<file path="src/rtl/cv32e40p_fault_manager.sv">
`default_nettype none
// ============================================================================
// Module   : cv32e40p_fault_manager
// Brief    : Collects voter fault flags, sequences flush/replay recovery and
//            escalates to a halt request once recovery keeps failing.
// Revision : 1.0 - initial release
// ============================================================================

module cv32e40p_fault_manager #(
    parameter int NUM_UNITS         = 4,
    parameter int CNT_WIDTH         = 8,
    parameter int PERSIST_THRESHOLD = 3,
    parameter int RECOVERY_CYCLES   = 2
) (
    input  logic                 clk,
    input  logic                 rst_n,
    input  logic [NUM_UNITS-1:0] fault_i,
    input  logic                 clear_i,
    input  logic                 ack_i,
    output logic [NUM_UNITS-1:0] fault_status_o,
    output logic [CNT_WIDTH-1:0] fault_count_o,
    output logic                 recovery_req_o,
    output logic                 halt_req_o,
    output logic                 irq_o
);

    typedef enum logic [1:0] {
        ST_IDLE         = 2'd0,
        ST_RECOVER_REQ  = 2'd1,
        ST_RECOVER_WAIT = 2'd2,
        ST_HALT         = 2'd3
    } state_t;

    localparam logic [CNT_WIDTH-1:0] C_CNT_MAX    = '1;
    localparam logic [CNT_WIDTH-1:0] C_CNT_ONE    = CNT_WIDTH'(1);
    localparam logic [3:0]           C_RETRY_LAST = 4'(PERSIST_THRESHOLD - 1);
    localparam logic [7:0]           C_WIN_LAST   = 8'(RECOVERY_CYCLES - 1);

    state_t               r_state;
    state_t               w_state_next;
    logic [3:0]           r_retry;
    logic [3:0]           w_retry_next;
    logic [7:0]           r_win;
    logic [7:0]           w_win_next;
    logic                 r_refault;
    logic                 w_refault_next;
    logic                 w_refault_seen;
    logic                 w_irq_next;
    logic                 w_any_fault;
    logic [NUM_UNITS-1:0] r_status;
    logic [CNT_WIDTH-1:0] r_count;
    logic                 r_recovery_req;
    logic                 r_halt_req;
    logic                 r_irq;

    assign w_any_fault = |fault_i;

    always_ff @(posedge clk or negedge rst_n) begin
        if (!rst_n) begin
            r_state   <= ST_IDLE;
            r_retry   <= 4'd0;
            r_win     <= 8'd0;
            r_refault <= 1'b0;
        end else begin
            r_state   <= w_state_next;
            r_retry   <= w_retry_next;
            r_win     <= w_win_next;
            r_refault <= w_refault_next;
        end
    end

    always_comb begin
        w_state_next   = r_state;
        w_retry_next   = r_retry;
        w_win_next     = r_win;
        w_refault_next = r_refault;
        w_refault_seen = r_refault | w_any_fault;
        w_irq_next     = 1'b0;
        case (r_state)
            ST_IDLE: begin
                if (w_any_fault) begin
                    w_state_next = ST_RECOVER_REQ;
                    w_retry_next = 4'd0;
                    w_irq_next   = 1'b1;
                end
            end
            ST_RECOVER_REQ: begin
                if (ack_i) begin
                    w_state_next   = ST_RECOVER_WAIT;
                    w_win_next     = 8'd0;
                    w_refault_next = 1'b0;
                end
            end
            ST_RECOVER_WAIT: begin
                if (r_win == C_WIN_LAST) begin
                    w_win_next     = 8'd0;
                    w_refault_next = 1'b0;
                    if (!w_refault_seen) begin
                        w_state_next = ST_IDLE;
                        w_retry_next = 4'd0;
                    end else if (r_retry == C_RETRY_LAST) begin
                        w_state_next = ST_HALT;
                        w_irq_next   = 1'b1;
                    end else begin
                        w_state_next = ST_RECOVER_REQ;
                        w_retry_next = r_retry + 4'd1;
                    end
                end else begin
                    w_win_next     = r_win + 8'd1;
                    w_refault_next = w_refault_seen;
                end
            end
            ST_HALT: begin
                if (clear_i) begin
                    w_state_next = ST_IDLE;
                    w_retry_next = 4'd0;
                end
            end
            default: begin
                w_state_next = ST_IDLE;
            end
        endcase
    end

    // A clear coinciding with a fault reloads from that fault so it is not lost.
    always_ff @(posedge clk or negedge rst_n) begin
        if (!rst_n) begin
            r_status <= '0;
            r_count  <= '0;
        end else if (clear_i) begin
            r_status <= fault_i;
            r_count  <= w_any_fault ? C_CNT_ONE : '0;
        end else begin
            r_status <= r_status | fault_i;
            if (w_any_fault && (r_count != C_CNT_MAX)) begin
                r_count <= r_count + C_CNT_ONE;
            end
        end
    end

    always_ff @(posedge clk or negedge rst_n) begin
        if (!rst_n) begin
            r_recovery_req <= 1'b0;
            r_halt_req     <= 1'b0;
            r_irq          <= 1'b0;
        end else begin
            r_recovery_req <= (w_state_next == ST_RECOVER_REQ);
            r_halt_req     <= (w_state_next == ST_HALT);
            r_irq          <= w_irq_next;
        end
    end

    assign fault_status_o = r_status;
    assign fault_count_o  = r_count;
    assign recovery_req_o = r_recovery_req;
    assign halt_req_o     = r_halt_req;
    assign irq_o          = r_irq;

endmodule

`default_nettype wire

</file>
<file path="config.mk">
export PLATFORM = sky130hd
export DESIGN_NAME = cv32e40p_fault_manager
export DESIGN_NICKNAME = d
export VERILOG_FILES = /design/src/rtl/cv32e40p_fault_manager.sv
export SDC_FILE = /design/constraint.sdc
export NUM_CORES = 1
export LEC_CHECK = 0
export CAP_MARGIN = 20
export CELL_PAD_IN_SITES_DETAIL_PLACEMENT = 1
export CELL_PAD_IN_SITES_GLOBAL_PLACEMENT = 1
export CORE_MARGIN = 2
export CORE_UTILIZATION = 38
export DETAILED_ROUTE_END_ITERATION = 10
export GPL_TIMING_DRIVEN = 1
export PLACE_DENSITY = 0.77
export SLEW_MARGIN = 20
export SYNTH_ARGS = -nofsm -noshare
export SYNTH_HDL_FRONTEND = slang
export SYNTH_SLANG_ARGS = --single-unit
</file>
<file path="constraint.sdc">
create_clock -name clk -period 1.99 [get_ports clk]
set_clock_uncertainty 0.2 [all_clocks]
set_input_delay 0.398 -clock clk [delete_from_list [all_inputs] [get_ports clk]]
set_output_delay 0.398 -clock clk [all_outputs]
set_load 0.02 [all_outputs]
</file>
## Yosys cells after proc, flatten, opt, wreduce, memory -nomap -nowiden

Index checks and enable logic that the tools add are counted.

| storage, ports and cells | value |
|---|---|
| register bits after elaboration | 30 |
| input bits | 8 |
| logic and storage cells | 63 |

| operators by class | value |
|---|---|
| add/sub/neg operators | 3 |
| eq/ne operators | 13 |
| multiplexer cells | 28 |
| bitwise logic cells | 2 |
| reduce and logical (&&, ||, !) cells | 8 |

Operator list:

| cell | count |
|---|---|
| 2-to-1 mux 8 bit | 4 |
| 2-to-1 mux 4 bit | 6 |
| adder 8 x 1 -> 8 bit, second input constant | 2 |
| one-hot mux 8 bit (2 select lines) | 1 |
| 2-to-1 mux 2 bit | 6 |
| one-hot mux 4 bit (3 select lines) | 1 |
| equality test 8 x 1 -> 1 bit, second input constant | 1 |
| != test 2 bit, second input constant | 4 |
| != test 8 bit, second input constant | 1 |
| one-hot mux 2 bit (4 select lines) | 1 |
| 2-to-1 mux 1 bit | 7 |
| equality test 2 bit, second input constant | 3 |
| AND reduction 5 bit | 1 |
| adder 4 x 1 -> 4 bit, second input constant | 1 |
| equality test 2 x 1 -> 1 bit, second input constant | 2 |
| equality test 4 x 2 -> 1 bit, second input constant | 1 |
| OR 4 bit | 1 |
| one-hot mux 1 bit (2 select lines) | 2 |
| nonzero test 2 bit | 2 |
| OR reduction 4 bit | 1 |
| != test 3 bit, second input constant | 1 |
| nonzero test 3 bit | 1 |
| logical NOT 2 bit | 1 |
| AND reduction 2 bit | 1 |
| other kinds (2) | 2 |

## Depth between registers and ports, before layout

Gate-level depths: netlist (run 1).

| depth | value |
|---|---|
| depth in word-level cells | 6 |
| mapped depth | 6 |

## Worst setup path after synthesis (run 1)

No wires, ideal clock.

| timing path | value |
|---|---|
| path type | register -> output |
| start | register r_count[5] (netlist: fault_count_o[5]) |
| end | output fault_count_o[5] |
| arrival time | 477 ps |
| data required time | 1,392 ps |
| slack | 915 ps |
| stages on the path, launching flop included | 1 |
| buffers on the path | 0 |
| cell sequence | dfrtp_1 |

RTL lines:

| element | RTL line | RTL |
|---|---|---|
| start, declared | 51 | `logic [CNT_WIDTH-1:0] r_count;` |
| start signal, assigned | 132 | `r_count <= w_any_fault ? C_CNT_ONE : '0;` |
| start signal, assigned | 136 | `r_count <= r_count + C_CNT_ONE;` |
| end, declared | 21 | `output logic [CNT_WIDTH-1:0] fault_count_o,` |

No word-level cell between the ends.

## Worst setup path in the final report (run 1)

| timing path | value |
|---|---|
| start | input fault_i[3] |
| end | register r_state[1] |

| between the ends | value |
|---|---|
| cells in the longest elaborated chain, start to end | 5 |
| elaborated cells on any way between the ends | 6 |
| classes of those cells | mux: 4; bitwise: 1; reduce/logical: 1 |

Ends and longest elaborated chain:

| element | RTL line | RTL |
|---|---|---|
| start, declared | 17 | `input logic [NUM_UNITS-1:0] fault_i,` |
| OR reduction 4 bit * | 56 | `assign w_any_fault = \|fault_i;` |
| OR 1 bit | 77 | `w_refault_seen = r_refault \| w_any_fault;` |
| 2-to-1 mux 2 bit | 98 | `if (!w_refault_seen) begin` |
| 2-to-1 mux 2 bit | 95 | `if (r_win == C_WIN_LAST) begin` |
| one-hot mux 2 bit (4 select lines) * | 79 | `case (r_state)` |
| net w_state_next[1] | 40 | `state_t w_state_next;` |
| end signal, assigned | 65 | `r_state <= w_state_next;` |
| end, declared | 39 | `state_t r_state;` |

Mark *: on every way through the listed nets, which the timed path passes. The rest lies on a longest branch.
A chain may end at the register's enable or synchronous reset.

==> results of run 1 <==
per-stage QoR:
| step | setup TNS (ns) | cells | cell area [um^2] | util (%) | setup WS, ns |
|---|---|---|---|---|---|
| 2_1_floorplan | 0 | 168 | 1679 | - | 0.02919 |
| 3_3_place_gp | -4.274 | 261 | 2107 | 49.07 | -0.3004 |
| 3_5_place_dp | -5.473 | 261 | 2107 | 49.07 | -0.3830 |
| 4_1_cts | 0 | 270 | 2245 | 52.27 | 0.002451 |
| 5_1_grt | -0.1105 | 275 | 2364 | 55.04 | -0.03700 |
| 6_report | 0 | 275 | 2364 | 55.04 | 0.04633 |
power groups by stage:
| stage | registers, mW | clock network [mW] | logic (mW) |
|---|---|---|---|
| floorplan | 0.807 | 0 | 0.442 |
| global placement | 0.764 | 0 | 0.801 |
| detailed placement | 0.770 | 0 | 0.847 |
| CTS | 0.759 | 0.467 | 0.959 |
| global route | 0.777 | 0.499 | 1.22 |
| finish | 0.766 | 0.455 | 1.13 |
cell type report:
class	count	area [um^2]
Timing Repair Buffer	51	439.2
Sequential cell	30	752.0
Inverter	12	45.04
Tap cell	52	65.06
Clock buffer	7	76.32
Multi-Input combinational cell	123	985.9
Fill cell	481	1931
synth_stat cells, drive strengths merged (5+ instances only):
| master | n |
|---|---|
| nor3 | 6 |
| inv | 12 |
| a21o | 5 |
| dfrtp | 30 |
| nand3 | 8 |
| a21oi | 7 |
| o21ai | 10 |
| ha | 9 |
| mux2i | 5 |
| nor2 | 14 |
| xnor2 | 6 |
| nand2 | 11 |
routing by layer:
| layer | routed length [um] | global-route usage [%] | up-vias | share of wire [%] |
|---|---|---|---|---|
| li1 | - | - | 718 | - |
| met1 | 2010 | 23.65 | 778 | 41 |
| met2 | 2708 | 35.12 | 26 | 55 |
| met3 | 114 | 5.483 | 6 | 2.3 |
| met4 | 65 | 6.624 | 0 | 1.3 |
| met5 | 0 | 0 | - | 0 |
final timing paths:
check | startpoint | to | slack, ns
min in group asynchronous | rst_n | halt_req_o | 0.32
setup reg to reg | r_win[5] | recovery_req_o | 0.05
setup / recovery | fault_i[3] | r_state[1] | 0.05
max in group asynchronous | rst_n | r_state[0] | 0.97
hold / removal | fault_status_o[3] | fault_status_o[3] | 0.29
hold reg to reg | fault_status_o[3] | fault_status_o[3] | 0.29
logic make-up after synthesis:
family          after synthesis  synth area share [%]
xor+xnor                      6                 3.130
flops                        30                 44.71
fa+ha+maj                     9                 6.707
mux                           5                 2.981
buf+inv                      15                 4.024
simple gates                 64                 20.49
compound gates               39                 17.96
flip-flops by register name (all words and copies together), names as in the netlist:
name and count:
halt_req_o 1, irq_o 1, r_refault 1, r_retry 4, recovery_req_o 1, fault_status_o 4, r_win 8, fault_count_o 8
r_state 2
repair_timing:
action,CTS,global route
setup endpoints to repair,11,17
pin swaps,9,4
buffers inserted,2,5
resized for setup,13,18
==> results.sh, run 1 <==
export IMPL_p_sw_mw=0.8673
export IMPL_finalCritPeriodShare_pct=97.67
export IMPL_ys_warn_count=0
export IMPL_crit_fanout=7
export IMPL_vias=1528
export IMPL_grt_ovfl_total=0
export IMPL_grt_pass1_vias=1648
export IMPL_cp_buffers_inverters=1
export IMPL_finalHoldViolCount=0
export IMPL_end_kind="register"
export IMPL_coreArea_um2=4294
export IMPL_cellLeakagePower_nw=0.9724
export IMPL_viasPerCell=5.556
export IMPL_cp_cell_sequence="dlygate4sd2_1 -> or4_4 -> o2111ai_4 -> o31ai_4 -> or2_1"
export IMPL_powerDensity_nw_per_um2=993.7
export IMPL_timing_max_cap_violations=0
export IMPL_comb_power_share_pct=48.0
export IMPL_cts_max_level=2
export IMPL_synth_edf_count=0
export IMPL_p_clk_share_pct=19.4
export IMPL_drt_iter0_drc=45
export IMPL_die_h_um=70.48
export IMPL_wirelength_um=4899
export IMPL_nets=240
export IMPL_maxSlewHeadroom_pct=64.88
export IMPL_synth_distinct_cells=43
export IMPL_layout_common_cells="29 x dfrtp_1, 28 x buf_4, 17 x clkdlybuf4s50_1"
export IMPL_cp_num_cells=5
export IMPL_fmax_ghz=0.5145
export IMPL_cp_data_required_time_ns=1.95
export IMPL_cp_slowest_cell="or4_4"
export IMPL_clkSinkCount=30
export IMPL_cts_tree="done"
export IMPL_cp_start_kind="input pin"
export IMPL_tightest_slew_ns=0.5213
export IMPL_async_flop_share_pct=100.0
export IMPL_clock_latency_ns=0.28
export IMPL_synth_nets=185
export IMPL_internal_power_mw=1.481
export IMPL_ir_worst_vdd_uv=571.0
export IMPL_diodes=0
export IMPL_netlist_top_cells_area="dfrtp_1 45%, ha_1 6.7%, nor2_1 3.1%, xnor2_1 3.1%, mux2i_1 3.0%"
export IMPL_io_pins=23
export IMPL_rr_worst_depth=4
export IMPL_wl_per_cell_um=17.81
export IMPL_status="finished clean"
export IMPL_io_buffers=22
export IMPL_gp_congestion=0.8846
export IMPL_holdPathStages=1
export IMPL_firstDrtPassIters=4
export IMPL_ant_nets=0
export IMPL_clk_pin_slew_worst_paths_ns=0.06
export IMPL_slew_violations=0
export IMPL_root_buffer="clkbuf_8"
export IMPL_num_rows=24
export IMPL_syn_area_per_cell_um2=9.995
export IMPL_rsz0062_at_grt="yes"
export IMPL_hp_class="reg -> reg"
export IMPL_die_width_um=70.48
export IMPL_ctsHoldBuffers=0
export IMPL_synth_area_leader_cell="dfrtp_1"
export IMPL_syn_area_um2=1679
export IMPL_start_util_pct=39.10
export IMPL_path_class="in -> reg"
export IMPL_path_delay_family="simple AND/OR/NAND/NOR gates"
export IMPL_drive_above_1_share_pct=27.35
export IMPL_die_area_um2=4967
export IMPL_cts_max_path_buffers=2
export IMPL_synthFlopType="dfrtp_1"
export IMPL_synth_top_area_share_pct=44.71
export IMPL_whs_ns=0.2868
export IMPL_power_frac_seq_pct=32.6
export IMPL_antenna_found_initial=0
export IMPL_syn2layout_area_growth_pct=40.76
export IMPL_cp_arrival_ns=1.90
export IMPL_grt_max_degree=31
export IMPL_setup_viol=0
export IMPL_swShare_pct=36.93
export IMPL_critPathMaxStageDelay_ns=0.61
export IMPL_synthCells=168
export IMPL_synth_seq_cells=30
export IMPL_yosysSeqAreaShare_pct=44.71
export IMPL_finalCriticalPeriod_ns=1.944
export IMPL_p_total_mw=2.349
export IMPL_grtUsageTotal_pct=20.08
export IMPL_final_common_cell="dfrtp_1"
export IMPL_grt_pass1_wl_um=7810
export IMPL_drc=0
export IMPL_cts_buffers=5
export IMPL_dpl_hpwl_um=3461
No activity file was read; power rests on OpenSTA's default activity.
==> inputs of run 2 (changes only) <==
--- a/config.mk
+++ b/config.mk
@@ -13,6 +13,7 @@
 export DETAILED_ROUTE_END_ITERATION = 10
 export GPL_TIMING_DRIVEN = 1
 export PLACE_DENSITY = 0.77
+export RECOVER_POWER = 25
 export SLEW_MARGIN = 20
 export SYNTH_ARGS = -nofsm -noshare
 export SYNTH_HDL_FRONTEND = slang
==> run 2 against run 1 <==
Effect of this change:
- maximum frequency stayed put
- sequential cell count unchanged
- total power barely moved
- routed wire length barely moved
- register-to-register slack barely moved
- critical endpoint unchanged
==> results.sh, run 2 (synthesis gave the netlist of run 1 again) <==
export IMPL_cts_buffers=5
export IMPL_wl_per_cell_um=17.81
export IMPL_finalHoldViolCount=0
export IMPL_finalCritPeriodShare_pct=97.67
export IMPL_cellLeakagePower_nw=0.9720
export IMPL_wl_met1_um=2009
export IMPL_rsz0062_at_grt="yes"
export IMPL_clkSinkCount=30
export IMPL_crit_fanout=7
export IMPL_maxSlewHeadroom_pct=49.11
export IMPL_drt_iter0_drc=45
export IMPL_drive_above_1_share_pct=27.35
export IMPL_start_util_pct=39.10
export IMPL_wirelength_um=4897
export IMPL_cts_max_path_buffers=2
export IMPL_syn2layout_area_growth_pct=40.61
export IMPL_final_cells=275
export IMPL_cp_data_required_time_ns=1.95
export IMPL_num_rows=24
export IMPL_hp_class="reg -> reg"
export IMPL_ir_worst_vdd_uv=571.0
export IMPL_powerDensity_nw_per_um2=994.3
export IMPL_p_total_mw=2.348
export IMPL_setup_viol=0
export IMPL_viasPerCell=5.556
export IMPL_final_common_cell="dfrtp_1"
export IMPL_gp_congestion=0.8846
export IMPL_io_pins=23
export IMPL_io_buffers=22
export IMPL_die_area_um2=4967
export IMPL_path_class="in -> reg"
export IMPL_nets=240
export IMPL_cp_start_kind="input pin"
export IMPL_placed_cells=261
export IMPL_fin_setup_tns_ns=0
export IMPL_grt_ovfl_total=0
export IMPL_grtUsageTotal_pct=20.08
export IMPL_dpl_hpwl_um=3461
export IMPL_cts_max_level=2
export IMPL_dr_wl_met3_um=114
export IMPL_die_h_um=70.48
export IMPL_grt_pass1_vias=1648
export IMPL_layout_common_cells="29 x dfrtp_1, 27 x buf_4, 16 x clkdlybuf4s50_1"
export IMPL_diodes=0
export IMPL_grt_pass1_wl_um=7810
export IMPL_cts_tree="done"
export IMPL_grt_max_degree=31
export IMPL_drc=0
export IMPL_tightest_slew_ns=0.7634
export IMPL_end_kind="register"
export IMPL_fin_ws_ns=0.04633
export IMPL_finalCriticalPeriod_ns=1.944
export IMPL_fmax_ghz=0.5145
export IMPL_cp_arrival_ns=1.90
export IMPL_ant_nets=0
export IMPL_status="finished clean"
export IMPL_highest_layer="met4"
export IMPL_ctsHoldBuffers=0
export IMPL_root_buffer="clkbuf_8"
export IMPL_whs_ns=0.2868
export IMPL_place_ws_ns=-0.3830
export IMPL_antenna_found_initial=0
export IMPL_die_width_um=70.48
export IMPL_timing_max_cap_violations=0
export IMPL_vias=1528
export IMPL_coreArea_um2=4294
export IMPL_slew_violations=0
export IMPL_clock_latency_ns=0.28
export IMPL_clk_pin_slew_worst_paths_ns=0.06
export IMPL_firstDrtPassIters=4
export IMPL_wl_met2_um=2707
run 2: cell type report:
| class | instances | area (um^2) |
|---|---|---|
| well taps | 52 | 65.06 |
| flip-flops and latches | 30 | 752.0 |
| repair buffers | 51 | 436.7 |
| inverters | 12 | 45.04 |
| clock buffers | 7 | 76.32 |
| fillers | 482 | 1933 |
| multi-input cells | 123 | 985.9 |
run 2: final timing paths:
path                                    from           endpoint  slack [ns]  depth (start not counted)
max                               fault_i[3]         r_state[1]        0.05                          5
max reg2reg                         r_win[5]     recovery_req_o        0.05                          4
min                        fault_status_o[3]  fault_status_o[3]        0.29                          1
min reg2reg                fault_status_o[3]  fault_status_o[3]        0.29                          1
min in group asynchronous              rst_n   fault_count_o[7]        0.52                          2
max in group asynchronous              rst_n         r_state[0]        0.54                          2
run 2: metrics by stage:
step | instance area (um^2) | util, %
3_3_place_gp | 2107 | 49.07
4_1_cts | 2245 | 52.27
2_1_floorplan | 1679 | -
6_report | 2361 | 54.98
5_1_grt | 2361 | 54.98
3_5_place_dp | 2107 | 49.07
run 2: report_power, final:
group          switching [mW]  internal (mW)
clock                   0.215          0.240
combinational           0.577          0.550
sequential             0.0756          0.690
run 2: metal layers:
| metal | track usage [%] | up-vias |
|---|---|---|
| met5 | 0 | - |
| met4 | 6.624 | 0 |
| met3 | 5.483 | 6 |
| met2 | 35.12 | 26 |
| met1 | 23.65 | 778 |
| li1 | - | 718 |
run 2: what timing repair did:
action / in CTS / in global routing
gates resized for setup: 13 / 18
setup buffers: 2 / 5
cloned: 0 / 0
pin swaps: 9 / 4
setup endpoints to repair: 11 / 17
run 2: worst max-delay path: stages:
cell	delay [ns]
dlygate4sd2_1	0.25
or4_4	0.61
o2111ai_4	0.28
o31ai_4	0.12
or2_1	0.24
